## config.mk

```make
export PLATFORM = sky130hd
export DESIGN_NAME = vram_arbiter
export DESIGN_NICKNAME = d
export VERILOG_FILES = /design/src/rtl/vram_arbiter.sv
export SDC_FILE = /design/constraint.sdc
export NUM_CORES = 1
export LEC_CHECK = 0
export ABC_AREA = 1
export CORE_MARGIN = 4
export CORE_UTILIZATION = 43
export DETAILED_ROUTE_END_ITERATION = 16
export GPL_ROUTABILITY_DRIVEN = 0
export PLACE_DENSITY = 0.77
export SYNTH_ARGS = -nofsm -noshare
export SYNTH_HDL_FRONTEND = slang
export SYNTH_SLANG_ARGS = --single-unit
```

## constraint.sdc

```tcl
create_clock -name clk -period 3.5 [get_ports clk]
set_input_delay 0.525 -clock clk [delete_from_list [all_inputs] [get_ports clk]]
set_output_delay 0.525 -clock clk [all_outputs]
set_load 0.02 [all_outputs]
```

## src/rtl/vram_arbiter.sv

```systemverilog
// vram_arbiter: shares one single-port synchronous-read video RAM between
// fixed-timing 4x4-scaled scanout (160x120 x 3-bit) and a req/ack host port.
// Video owns every decision cycle; the host gets all remaining cycles.
module vram_arbiter #(
    parameter int H_ACTIVE = 640,
    parameter int H_TOTAL  = 800,
    parameter int V_ACTIVE = 480,
    parameter int V_TOTAL  = 525
) (
    input  logic        clk,
    input  logic        reset,
    input  logic [9:0]  hpos,
    input  logic [9:0]  vpos,
    input  logic        display_on,
    input  logic        host_req,
    input  logic        host_we,
    input  logic [14:0] host_addr,
    input  logic [2:0]  host_wdata,
    output logic        host_ack,
    output logic [2:0]  host_rdata,
    output logic [14:0] mem_addr,
    output logic        mem_we,
    output logic [2:0]  mem_wdata,
    input  logic [2:0]  mem_rdata,
    output logic [2:0]  rgb
);

    localparam logic [9:0] H_FETCH_LIM = 10'(H_ACTIVE - 4);
    localparam logic [9:0] H_PREFETCH  = 10'(H_TOTAL - 4);
    localparam logic [9:0] V_LAST      = 10'(V_TOTAL - 1);
    localparam logic [9:0] V_ACT       = 10'(V_ACTIVE);

    typedef enum logic [1:0] {IDLE, ISSUE, CAPTURE, ACK} host_st_t;

    // Registered RAM command; what the RAM sees one cycle after the decision.
    typedef struct packed {
        logic [14:0] addr;
        logic        we;
        logic [2:0]  wdata;
    } mem_cmd_t;

    host_st_t   state, state_nxt;
    mem_cmd_t   cmd_q;
    logic       grant;
    logic       op_we;
    logic [2:0] next_pix, pix_reg;

    // Video decision: one fetch per 4-pixel block, one block ahead of the beam,
    // plus column 0 of the next line fetched from the end of horizontal blanking.
    logic [9:0]  nv;
    logic        vid_line, vid_pre, vid_dec;
    logic [7:0]  row, col;
    logic [14:0] vid_addr;

    assign nv       = (vpos == V_LAST) ? 10'd0 : vpos + 10'd1;
    assign vid_line = (hpos[1:0] == 2'd0) && (hpos < H_FETCH_LIM) && (vpos < V_ACT);
    assign vid_pre  = (hpos == H_PREFETCH) && (nv < V_ACT);
    assign vid_dec  = vid_line || vid_pre;
    assign row      = vid_pre ? nv[9:2] : vpos[9:2];
    assign col      = vid_pre ? 8'd0 : hpos[9:2] + 8'd1;
    // row*160 as shift-add; max 119*160+159 = 19199
    assign vid_addr = ({7'd0, row} << 7) + ({7'd0, row} << 5) + {7'd0, col};

    assign mem_addr  = cmd_q.addr;
    assign mem_we    = cmd_q.we;
    assign mem_wdata = cmd_q.wdata;
    assign rgb       = display_on ? pix_reg : 3'd0;

    // Host FSM state register.
    always_ff @(posedge clk) begin
        if (reset) state <= IDLE;
        else       state <= state_nxt;
    end

    // Host FSM next state; grant only in IDLE and never in a video decision cycle.
    always_comb begin
        state_nxt = state;
        grant     = 1'b0;
        host_ack  = 1'b0;
        case (state)
            IDLE: begin
                if (host_req && !vid_dec) begin
                    grant     = 1'b1;
                    state_nxt = ISSUE;
                end
            end
            ISSUE:   state_nxt = CAPTURE;
            CAPTURE: state_nxt = ACK;
            ACK: begin
                host_ack  = 1'b1;
                state_nxt = IDLE;
            end
            default: state_nxt = IDLE;
        endcase
    end

    // RAM port register: video first, then host grant; address holds when idle.
    always_ff @(posedge clk) begin
        if (reset) begin
            cmd_q <= '0;
            op_we <= 1'b0;
        end else if (vid_dec) begin
            cmd_q.addr <= vid_addr;
            cmd_q.we   <= 1'b0;
        end else if (grant) begin
            cmd_q.addr  <= host_addr;
            cmd_q.we    <= host_we;
            cmd_q.wdata <= host_wdata;
            op_we       <= host_we;
        end else begin
            cmd_q.we <= 1'b0;
        end
    end

    // Host read data lands two cycles after grant and is held until the next read.
    always_ff @(posedge clk) begin
        if (reset)                          host_rdata <= 3'd0;
        else if (state == CAPTURE && !op_we) host_rdata <= mem_rdata;
    end

    // Pixel pipeline: capture fetched block, then hand it to the beam at the block edge.
    always_ff @(posedge clk) begin
        if (reset) begin
            next_pix <= 3'd0;
            pix_reg  <= 3'd0;
        end else begin
            if (hpos[1:0] == 2'd2) next_pix <= mem_rdata;
            if (hpos[1:0] == 2'd3) pix_reg  <= next_pix;
        end
    end

endmodule

```

# Yosys cells after proc, flatten, opt, wreduce, memory -nomap -nowiden
# Index checks and enable logic that the tools add are counted.
# Widths: inputs -> output; s select.
[word_totals] reg_bits=31 inputBits=46 output_inout_bits=26 word_cells=50
[classes] bitwise_logic=2 n_addsub=4 mux=12 magnitude_cmp=3 reduce_logical=13 eq_ne=8
[ops] cell="$eq 10x10->1 const B" count=2
[ops] cell="$lt 10x9->1 const B" count=2
[ops] cell="$mux 16" count=1
[ops] cell="$mux 8" count=2
[ops] cell="$add 15x13->15" count=1
[ops] cell="$add 15x8->15" count=1
[ops] cell="$mux 15" count=1
[ops] cell="$add 10x1->10 const B" count=1
[ops] cell="$lt 10x10->1 const B" count=1
[ops] cell="$mux 10" count=1
[ops] cell="$add 8x1->8 const B" count=1
[ops] cell="$eq 2x2->1 const B" count=4
[ops] cell="$pmux 2 s4" count=1
[ops] cell="$logic_and 1x1->1" count=5
[ops] cell="$logic_not 2->1" count=2
[ops] cell="$mux 1" count=4
[ops] cell="$mux 3" count=1
[ops] cell="$reduce_or 3->1" count=1
[ops] cell="$eq 2x1->1 const B" count=1
[ops] cell="$logic_not 1->1" count=2
[ops] cell="$mux 2" count=1
[ops] cell="$ne 2x2->1 const B" count=1
[ops] cell="$not 1->1" count=2
[ops] cell="$reduce_and 2->1" count=1
[ops] cell="2 further kinds" count=2

# Logic depth before layout (Yosys ltp)
[logic_depth] word_depth=11 ltp_mapped=25 ltp_nobuf=25

# Worst setup path after synthesis
# Ideal clock, no wire load.
[synth_timing] path_kind="input to register" startpoint="input port hpos[2]" endpoint="register cmd_q, in the netlist mem_addr[12]" path_buffers=1 required_ns=3.383 t_arrival_ns=3.359 slack_ns=0.024 path_stages=21 setup_time_ns=0.117 cell_sequence="ha_1 nand2_1 nor3_1 nand2_2 inv_1 nand2_1 buf_2 o21ai_0 nand3_1 fa_1 inv_1 fa_1 nand3_1 nand3_1 nand2_1 nand2_1 a21oi_1 xor2_1 o21ai_1 nor2_1 nor2_1"
[synth_via] elab_chain_cells=9 elab_cells_between_ends=17 classes_between="add/sub (3); order compare (1); eq/ne (1); mux (5); reduce/logical (7)"
[synth_lines] item="start, declared" line="12" text="input logic [9:0] hpos,"
[synth_lines] item="parallel branches: the longest is 9 deep, another holds $add 15x13->15"
[synth_lines] item="end, declared" line="43" text="mem_cmd_t cmd_q;"
# Parallel ways; which one is timed is not known.
# A chain may end at the register's enable or synchronous reset.

# Worst setup path in the final report
[layout_timing] startpoint="input port vpos[6]" endpoint="register cmd_q, in the netlist mem_addr[11]"
[layout_via] elab_chain_cells=10 elab_cells_between_ends=18 classes_between="add/sub (3); order compare (2); eq/ne (1); mux (6); reduce/logical (6)"
[layout_lines] item="start, declared" line="13" text="input logic [9:0] vpos,"
[layout_lines] item="parallel branches: the longest is 10 deep, another holds $add 15x13->15"
# Parallel ways; which one is timed is not known.

==> metrics.md <==
| Metric | Value |
|---|---|
| Status | `finished clean` |
| Clk_skew | `0.00400 ns` |
| Num CTS Buffers | `5` |
| CP peak stage delay | `0.53 ns` |
| Drt drc | `0` |
| Hold depth | `2` |
| I/O pin count | `72` |
| Most common cell after layout, fill and taps aside | `nand2_1` |
| Register area share after synthesis | `25.2%` |
| Layout cells sized above 1 | `35.2%` |
| CTS tree | `built` |
| GRT Overall Usage | `20.5%` |
| Clk pin slew, worst setup/hold paths | `0.06 ns` |
| Syn nets | `447` |
| Clk_lat worst skew | `0.28 ns` |
| GR Overflow Total | `0` |
| Setup_tns | `0 ns` |
| Static Leak | `1.98 nW` |
| DP Area | `3620 um^2` |
| Chip Height | `83.6 um` |
| Crit-path max FO | `4` |
| Power Density | `371 nW/um^2` |
| Placed Instances | `570` |
| 1st-pass router iterations | `4` |
| Total die area | `6990 um^2` |
| Pins Over Slew Limit | `0` |
| Final Routed Wirelength | `7720 um` |
| Max Fclk | `0.297 GHz` |
| VDD IR max | `0.000311 V` |
| Ant diodes | `0` |
| Slowest CP cell | `fa_1` |
| Syn avg cell area | `6.49 um^2` |
| Area Growth Syn to Fin | `63.8%` |
| Worst slew pin tran | `0.540 ns` |
| DP HPWL | `5630 um` |
| Filler-free cell count of the finished design | `594` |
| Via Count | `2,947` |
| CP startpoint kind | `input pin` |
| Synth cell types | `34` |
| Final setup vio count | `0` |
| Max reg flops | `15` |
| Max transition margin | `63.9%` |
| Clock buffer depth | `2` |
| Synthesis-stage register bit count | `31` |
| # rows | `27` |
| Initial DRC count | `152` |
| Initial Util | `44.4%` |
| Max Cap Viol | `0` |
| Initial antenna violation count | `0` |
| DR WL/cell | `13.0 um` |
| Synth Instances | `379` |
| Worst hold path type | `reg -> reg` |
| Period utilization | `96.3%` |
| Worst Setup End Kind | `register` |
| CTS Hold Bufs | `0` |
| CTS H-tree depth | `2` |
| Register area | `621 um^2` |
| DR vias/cell | `4.96` |
| Die Wd | `83.6 um` |
| Area of the multi-input gates | `1810 um^2` |
| Crit path time final | `3.37 ns` |
| Unrepaired setup endpoints after global routing | `yes` |
| Number of nets in the layout | `591` |
| CTS root buffer | `clkbuf_8` |
| Fillcell total | `456` |
| CP required | `3.67 ns` |
| Final setup margin | `0.131 ns` |
| Cell area after synthesis | `2460 um^2` |
| # clock sinks | `31` |
| Total Power | `1.50 mW` |
| Place WS | `-0.741 ns` |
| Core ar. | `5540 um^2` |
| Final hold violation count | `0` |
| I/O Buffers | `71` |
| Number of global-route vias before repair | `2,816` |
| Synth warnings | `0` |
| Cell mode on critical path | `nand2_2` |
| Most frequent cells in the layout | `nand2_1, buf_4, clkdlybuf4s50_1` |
| Largest net degree at the start of global routing | `21` |
| Critical path arrival | `3.54 ns` |
| Worst R2R Path Depth | `7` |
| Smallest hold slack | `0.467 ns` |
| First-pass GRT wire length | `12,200 um` |
| Crit path kind | `in -> reg` |
| Routed Antenna Nets | `0` |
| Post-layout util | `72.7%` |
| Final Instance Area | `4030 um^2` |
worst max-delay path, delay by kind of cell:
kind,cells,cell delay [ns]
buffers and inverters,5,0.48
adders and majority gates,2,0.71
xor gates and xnor gates,1,0.17
and+or+nand+nor,15,1.24
AOI/OAI and AO/OA,3,0.41
layer usage:
layer | global-route usage (%) | share of wire (%)
met5 | 0 | 0
met2 | 36.9 | 52
met4 | 5.26 | 1.4
met3 | 3.26 | 5.3
met1 | 25.3 | 42
Yosys cell counts (all sizes together):
library cell  number  area [um^2]
nand2            104          413
nor2              62          289
inv               53          201
o21ai             33          176
dfxtp             31          621
nand3             23          128
ha                20          250
a21oi             18          105
nor3               7         35.0
xor2               7         61.3
buf                5         46.3
clkbuf             3         11.3
nand4              3         25.0
a31oi              2         12.5
fa                 2         40.0
nand3b             2         15.0
or2                2         12.5
o31ai              1         7.51
xnor2              1         8.76
final timing paths:
path                from      endpoint  slack (ns)
max              vpos[6]  mem_addr[11]        0.13
min          mem_addr[9]   mem_addr[9]        0.47
max reg2reg     state[0]   mem_addr[8]        1.82
min reg2reg  mem_addr[9]   mem_addr[9]        0.47
kinds of logic after synthesis:
| kind of cell | Yosys count | share of synthesized area, % |
|---|---|---|
| AOI/OAI and AO/OA | 54 | 12.3 |
| xor gates and xnor gates | 8 | 2.85 |
| adders and majority gates | 22 | 11.8 |
| buffers and inverters | 61 | 10.5 |
| DFF | 31 | 25.2 |
| and+or+nand+nor | 203 | 37.3 |
report_power, final:
part / leakage (nW) / internal, mW / switching (mW)
Clock: 0.0371 / 0.132 / 0.120
Combinational: 1.69 / 0.356 / 0.412
Sequential: 0.255 / 0.433 / 0.0435
Total: 1.98 / 0.921 / 0.575
timing repair:
action                                 CTS  global route
pin swaps                               17            43
cloned                                   0             0
setup endpoints to repair                7             7
resized for setup                       39           116
buffers inserted                         9             9
endpoints found under the hold margin    0             0
cell type report:
type                            instances  share of cell area (%)
Inverter                               53                    5.13
Timing Repair Buffer                  145                    30.5
Tap cell                               72                    2.24
Clock buffer                            6                    1.80
Multi-Input combinational cell        287                    44.9
Sequential cell                        31                    15.4
(Power assumes the default switching activity.)
